--- src/rtl/mux_pkg.sv ---
// rtl/mux_pkg.sv - shared types and constants for the scanning channel multiplexer
package mux_pkg;

   typedef enum logic [1:0] {
      S_DIRECT,
      S_SCAN,
      S_EMPTY
   } scan_state_t;

   // Fill pattern for illegal or empty selections; sliced to the data width at use.
   localparam int                    FILL_MAX_W = 64;
   localparam logic [FILL_MAX_W-1:0] FILL_ONES  = '1;

endpackage

--- src/rtl/rr_next_sel.sv ---
// rtl/rr_next_sel.sv - circular search for the next and the lowest set bit of a channel mask
module rr_next_sel
   import mux_pkg::*;
#(
   parameter int N     = 9,
   parameter int SEL_W = $clog2(N)
) (
   input  logic [N-1:0]     mask,
   input  logic [SEL_W-1:0] cur,
   output logic [SEL_W-1:0] nxt,
   output logic [SEL_W-1:0] first,
   output logic             any
);

   logic [SEL_W-1:0] idx;

   always_comb begin
      nxt   = cur;
      first = '0;
      idx   = '0;
      any   = |mask;
      // Walk downward so the nearest hit after cur is the one left standing;
      // offset N lands back on cur, covering the single-channel case.
      for (int i = N; i >= 1; i--) begin
         idx = SEL_W'((int'(cur) + i) % N);
         if (mask[idx]) nxt = idx;
      end
      for (int k = N - 1; k >= 0; k--) begin
         idx = SEL_W'(k);
         if (mask[idx]) first = idx;
      end
   end

endmodule

--- src/rtl/mux_scan_n.sv ---
// rtl/mux_scan_n.sv - registered N-channel mux with direct select and masked auto-scan
module mux_scan_n
   import mux_pkg::*;
#(
   parameter int N     = 9,
   parameter int W     = 4,
   parameter int DWELL = 2,
   parameter int SEL_W = $clog2(N)
) (
   input  logic             clk,
   input  logic             rst_n,
   input  logic [N*W-1:0]   d,
   input  logic [SEL_W-1:0] sel,
   input  logic             mode,
   input  logic [N-1:0]     en_mask,
   input  logic             hold,
   output logic [W-1:0]     y,
   output logic [SEL_W-1:0] y_ch,
   output logic             y_valid
);

   localparam int             CNT_W    = (DWELL > 1) ? $clog2(DWELL) : 1;
   localparam logic [CNT_W-1:0] CNT_LAST = CNT_W'(DWELL - 1);
   localparam logic [W-1:0]   FILL     = FILL_ONES[W-1:0];

   scan_state_t      state, state_n;
   logic [SEL_W-1:0] ptr, ptr_n, nxt, first;
   logic             any;
   logic [CNT_W-1:0] cnt, cnt_n;
   logic [W-1:0]     y_n;
   logic [SEL_W-1:0] y_ch_n;
   logic             y_valid_n;
   logic [W-1:0]     ch [N];

   for (genvar k = 0; k < N; k++) begin : g_ch
      assign ch[k] = d[k*W +: W];
   end

   rr_next_sel #(.N(N), .SEL_W(SEL_W)) u_rr (
      .mask  (en_mask),
      .cur   (ptr),
      .nxt   (nxt),
      .first (first),
      .any   (any)
   );

   // ptr_n is the channel shown during the coming cycle, so the first scan
   // output already carries the lowest enabled channel.
   always_comb begin
      state_n   = state;
      ptr_n     = ptr;
      cnt_n     = cnt;
      y_n       = y;
      y_ch_n    = y_ch;
      y_valid_n = y_valid;
      if (!mode) begin
         state_n = S_DIRECT;
         cnt_n   = '0;
         y_ch_n  = sel;
         if ({1'b0, sel} < (SEL_W+1)'(N)) begin
            y_n       = ch[sel];
            y_valid_n = 1'b1;
         end else begin
            y_n       = FILL;
            y_valid_n = 1'b0;
         end
      end else if (!any) begin
         state_n   = S_EMPTY;
         y_n       = FILL;
         y_valid_n = 1'b0;
      end else begin
         state_n = S_SCAN;
         if (state != S_SCAN) begin
            ptr_n = first;
            cnt_n = '0;
         end else if (!en_mask[ptr]) begin
            ptr_n = nxt;
            cnt_n = '0;
         end else if (!hold) begin
            if (cnt == CNT_LAST) begin
               ptr_n = nxt;
               cnt_n = '0;
            end else begin
               cnt_n = cnt + 1'b1;
            end
         end
         y_n       = ch[ptr_n];
         y_ch_n    = ptr_n;
         y_valid_n = 1'b1;
      end
   end

   always_ff @(posedge clk or negedge rst_n) begin
      if (!rst_n) begin
         state   <= S_DIRECT;
         ptr     <= '0;
         cnt     <= '0;
         y       <= FILL;
         y_ch    <= '0;
         y_valid <= 1'b0;
      end else begin
         state   <= state_n;
         ptr     <= ptr_n;
         cnt     <= cnt_n;
         y       <= y_n;
         y_ch    <= y_ch_n;
         y_valid <= y_valid_n;
      end
   end

endmodule

--- config.mk ---
export PLATFORM = sky130hd
export DESIGN_NAME = mux_scan_n
export DESIGN_NICKNAME = d
export VERILOG_FILES = /design/src/rtl/mux_pkg.sv /design/src/rtl/rr_next_sel.sv /design/src/rtl/mux_scan_n.sv
export SDC_FILE = /design/constraint.sdc
export NUM_CORES = 1
export LEC_CHECK = 0
export CAP_MARGIN = 5
export CELL_PAD_IN_SITES_DETAIL_PLACEMENT = 1
export CELL_PAD_IN_SITES_GLOBAL_PLACEMENT = 1
export CORE_MARGIN = 4
export CORE_UTILIZATION = 44
export CTS_CLUSTER_DIAMETER = 150
export DETAILED_ROUTE_END_ITERATION = 7
export HOLD_SLACK_MARGIN = 0.06
export PLACE_DENSITY_LB_ADDON = 0.1
export SLEW_MARGIN = 5
export SYNTH_ARGS = -nofsm -noshare
export SYNTH_HDL_FRONTEND = slang
export SYNTH_SLANG_ARGS = --single-unit
--- constraint.sdc ---
create_clock -name clk -period 8 [get_ports clk]
set_input_delay 0.8 -clock clk [delete_from_list [all_inputs] [get_ports clk]]
set_output_delay 0.8 -clock clk [all_outputs]
set_load 0.01 [all_outputs]
Word-level counts from Yosys, hierarchy flattened
Index checks and enable logic that the tools add are counted.
Operators by class
  mux-type cells: 66
  order comparisons: 13
  add/subtract/negate cells: 10
  equal/unequal tests: 3
  bitwise logic cells: 2
  reductions and logical operators: 3
  div/mod/pow operators: 9
Operators by type and width (count)
  $mod 32x5->32 const B: 9
  $mux 4: 33
  $lt 4x5->1 const B: 10
  $bmux 1 s4: 10
  $bmux 4 s4: 2
  $add 4x3->5 const B: 4
  $mux 1: 19
  $add 4x2->5 const B: 2
  $add 4x4->5 const B: 2
  $ge 5x5->1 const B: 2
  $not 4->5: 2
  $reduce_or 9->1: 1
  $add 4x1->5 const B: 1
  $lt 4x4->1 const B: 1
  $mux 2: 2
  $ne 2x1->1 const B: 2
  $ne 4x4->1 const B: 1
  $reduce_and 2->1: 2
  $add 1x1->1 const B: 1
Word-level totals
  output and inout bits: 9
  logic and storage cells: 112
  bits in registers: 16

Longest topological paths before layout
  word-level depth: 25
  depth in mapped cells: 32
  gate-level depth less buffers: 24

Modules after synthesis
Synthesis repeated with hierarchy kept, for this count alone.
Second synthesis, totals
  cells, all modules: 1012
  area, all modules: 7422.1 µm²
By module, submodules not included
  rr_next_sel: cells an instance 806, times used 1, area each 5649.2 µm²
  mux_scan_n: cells an instance 206, times used 1, area each 1773.0 µm²

Least setup slack after synthesis
Ideal clock, no wire load.
  path kind: reg-to-reg
  start point: reg ptr[0]
  end point: reg y[0]
  buffers on the path: 6
  cell stages (with the launch flop): 30
  arrival: 6509 ps
  library setup time: 82 ps
  setup slack: 1409 ps
  clock period less this slack: 6591 ps
  required time: 7918 ps
  path through: dfrtp_1 buf_2 buf_2 inv_1 buf_1 buf_1 ha_1 inv_1 clkbuf_1 ha_1 or2_2 or2_2 o21ai_1 xnor2_1 inv_1 ha_1 a211oi_1 o21a_1 buf_2 a211oi_1 a211oi_1 a211oi_2 nor4_1 o211a_1 o2111ai_1 a31oi_1 nor4b_2 a21oi_1 o21ai_0 o31a_1
On the way
  cells in the longest elaborated chain, start to end: 25
  elaborated cells between the ends (all ways): 59
  classes of those cells: add/sub: 9; div: 9; mux: 40; bitwise: 1
RTL lines
  from (decl): RTL line mux_scan_n.sv:27  | logic [SEL_W-1:0] ptr, ptr_n, nxt, first;
  from (signal assigned): RTL line mux_scan_n.sv:103  | ptr <= ptr_n;
  $add 4x4->5: RTL line rr_next_sel.sv:25  | idx = SEL_W'((int'(cur) + i) % N);
  $mod 32x5->32: RTL line rr_next_sel.sv:25
  $bmux 1 s4: RTL line rr_next_sel.sv:26  | if (mask[idx]) nxt = idx;
  $mux 1 (not written as such): RTL line rr_next_sel.sv:26
  $mux 4 (9 in series): RTL line rr_next_sel.sv:26
  $mux 4: RTL line mux_scan_n.sv:80  | if (cnt == CNT_LAST) begin
  $mux 4: RTL line mux_scan_n.sv:79  | end else if (!hold) begin
  $mux 4 (*): RTL line mux_scan_n.sv:76  | end else if (!en_mask[ptr]) begin
  $mux 4 (*): RTL line mux_scan_n.sv:73  | if (state != S_SCAN) begin
  $mux 4 (*): RTL line mux_scan_n.sv:67  | end else if (!any) begin
  $mux 4 (*): RTL line mux_scan_n.sv:56  | if (!mode) begin
  $not 4->5 (not written as such) (*): RTL line mux_scan_n.sv:87  | y_n = ch[ptr_n];
  $bmux 4 s4 (*): RTL line mux_scan_n.sv:87
  $mux 4 (not written as such) (*) (2 in series): RTL line mux_scan_n.sv:87
  $mux 4 (*): RTL line mux_scan_n.sv:67
  $mux 4 (*): RTL line mux_scan_n.sv:56
  net y_n[0]: RTL line mux_scan_n.sv:30  | logic [W-1:0] y_n;
  to (signal assigned): RTL line mux_scan_n.sv:105  | y <= y_n;
  to (decl): RTL line mux_scan_n.sv:17  | output logic [W-1:0] y,
Mark *: on every way through the listed nets, which the timed path passes. The rest lies on a longest branch. The select of a mux whose other input is x is not followed.
A chain may end at the register's enable or synchronous reset.

Final worst setup path
  start point: reg ptr[0]
  end point: reg y[3]
Same word-level chain as after synthesis.

==> reports/results.ini <==
[status]
outcome=finished, final reports clean

[detailed_routing]
wl_per_cell_um=23.0
wl_met3_um=1260
ant_nets=0
met2WireLength_um=12600
routed.top_layer=met4
viasPerCell=6.62
wl_um=25300
m1WireLength_um=10800
drtIter0Drc=476
first_pass_iters=5
drcViolationCount=0
num_vias=7285

[logic_synthesis]
synth_ff_type=dfrtp_1
yosysTopAreaCellShare_pct=10.1
synth_nets=1000
async_flop_share_pct=100
synth_edf_count=0
ys_warn_count=0
syn_area_per_cell_sq_um=7.31
syn_inst=894
synth_cell_types=97
yosysSeqAreaShare_pct=6.20
ys_top_cells_by_area=ha_1 (10%), mux2i_1 (9.2%), a21oi_1 (4.7%)
ys_ff_latch=16
netlist_area_sq_um=6540
synth_top_area_cell=ha_1

[placed_design]
io_buffer_count=61
place_hpwl_um=19800
gp_congestion=0.957

[critical_path]
cpMaxStageDelayCell=a31o_1
critical-path-max-stage-delay_ns=0.60
timing.rr.start=ptr[0]
rrSetupSlack_ns=0.69
crit_type=reg -> reg
arrival_ns=7.49
critPathRequiredTime_ns=8.18
startpoint_type=flip-flop
cp-end-kind=flip-flop
startpoint=ptr[0]
ff2ff_path_depth=23
crit_fanout=22
crit_top_cell=ha_1
crit_family=compound AO/OA/AOI/OAI gates
path_cells=ha_1, xnor2_2, inv_4, ha_1, nor3_1, a21oi_1, xnor2_1, inv_1, ha_1, a2111o_1, a22o_1, a211o_1, and4b_1, a211oi_2, or2_1, a21boi_1, o21ai_1, a31o_1, buf_4, nor4b_2, a21oi_1, o21ai_0, o31a_1
critPathBufInv=3
reg2reg_to=y[3]

[min_path]
hold_depth=2
min_to=y_ch[3]
holdCritStartpoint=y_ch[3]
hold_class=reg -> reg

[final_layout]
drive_gt1_share_pct=10.7
finalNetCount=1023
nFillCells=1877
area_growth_pct=11.6
mostFrequentLayoutCells=nand2_1 (78), nor2_1 (78), a21oi_1 (61), clkdlybuf4s50_1 (61), mux2i_1 (60)
insertedDiodeCount=0

[timing]
report.final.slew_viol_count=0
clock_skew_ns=0.000844
fin_crit_ns=7.31
setup_tns_ns=0
fin_crit_sh_pct=91.3
rsz0062_at_grt=false
slew_headroom_pct=32.0
hold_viol=0
setup-violations-final=0
fmax_mhz=137
worst_slew_pin_slew_ns=0.991

[global_routing]
first_global_vias=7588
grt_overflow=0
antenna_found_initial=0
grt_max_degree=49
grt.total_usage_pct=29.4
grt_pass1_wl_um=39900

[clock_network]
cts_resized=0
cts.clk_slew.worst_paths_ns=0.05
cts_max_level=1
holdBufCountCts=0
worstSkewPairLatency_ns=0.24
cts-root-buf=clkbuf_16
post-cts-setup-buffers=0
clock_path_buffers=2
numCtsBuffers=3
clock-sinks=16
cts_tree=yes

[job]
cap_violations=0

[die]
start_util_pct=45.0
die_y_um=130
die_x_um=130
io_pins=62
core_sq_um=14500
die_area_sq_um=16900
core.rowCount=44

## state kept, by name, summed over array words and instances, names as in the netlist
register	cells
state	2
ptr	4
y_valid	1
cnt	1
y	4
y_ch	4
## area by class of cell
type	instances	area, sq um	share of cell area (%)
timing repair buffer	72	693	9.50
tap	184	230	3.16
clock buffer	4	88.8	1.22
sequential	16	407	5.57
inverter	42	160	2.20
multi-input combinational	782	5720	78.4
## cell families (layout without fill, tap and decap cells)
kind of cell,Yosys count,in the layout,synth area share (%)
fa+ha+maj,53,53,10.1
buf+inv,96,118,6.34
simple gates,319,319,25.0
flops,16,16,6.20
compound gates,288,288,30.7
xor+xnor,28,28,4.10
mux,94,94,17.5
## stage by stage
stage	utilization, %	hold slack, ns	instances	cell area [sq um]	worst slack, ns
floorplan	-	0.504	894	6540	1.41
global placement	49.6	0.574	1096	7210	1.03
detailed placement	49.6	0.591	1096	7210	0.929
CTS	50.2	0.611	1100	7290	0.908
global route	50.2	0.667	1100	7290	0.268
finish	50.2	0.612	1100	7290	0.695
## metal layers
metal	vias up	track usage (%)
li1	3407	-
met1	3612	37.2
met2	217	52.5
met3	49	3.40
met4	0	8.25
met5	-	0
## tightest hold or removal path, cell delays in order, from the launching register on
cell     delay [ns]
dfrtp_1        0.36
a21oi_1        0.07
a21oi_1        0.13
## how the worst max path moves through the flow
stage          endpoint  slack (ns)  cells after the start
2_1_floorplan      y[0]        1.41                     29
3_3_place_gp       y[3]        1.03                     23
3_5_place_dp       y[3]        0.93                     23
4_1_cts            y[3]        0.91                     23
5_1_grt            y[3]        0.27                     23
6_report           y[3]        0.69                     23
## synth_stat cells (10+ instances only)
| cell type | count |
|---|---|
| nand2_1 | 78 |
| nor4_1 | 10 |
| xnor2_1 | 22 |
| mux4_2 | 12 |
| nor3b_1 | 11 |
| clkbuf_1 | 28 |
| mux2_2 | 18 |
| nor2b_1 | 16 |
| a21oi_1 | 61 |
| nor3_1 | 23 |
| inv_1 | 36 |
| buf_2 | 14 |
| nand3b_1 | 10 |
| o22ai_1 | 11 |
| nand3_1 | 23 |
| or3_1 | 10 |
| nor2_1 | 78 |
| a31oi_1 | 21 |
| ha_1 | 53 |
| dfrtp_1 | 12 |
| o21ai_0 | 51 |
| mux2i_1 | 60 |
| nand2b_1 | 18 |
| o21ai_1 | 10 |
| a211oi_1 | 13 |
Power is left out: the tool's default activity adds up to more than one toggle a clock period on the data nets, which glitch-free logic cannot reach.
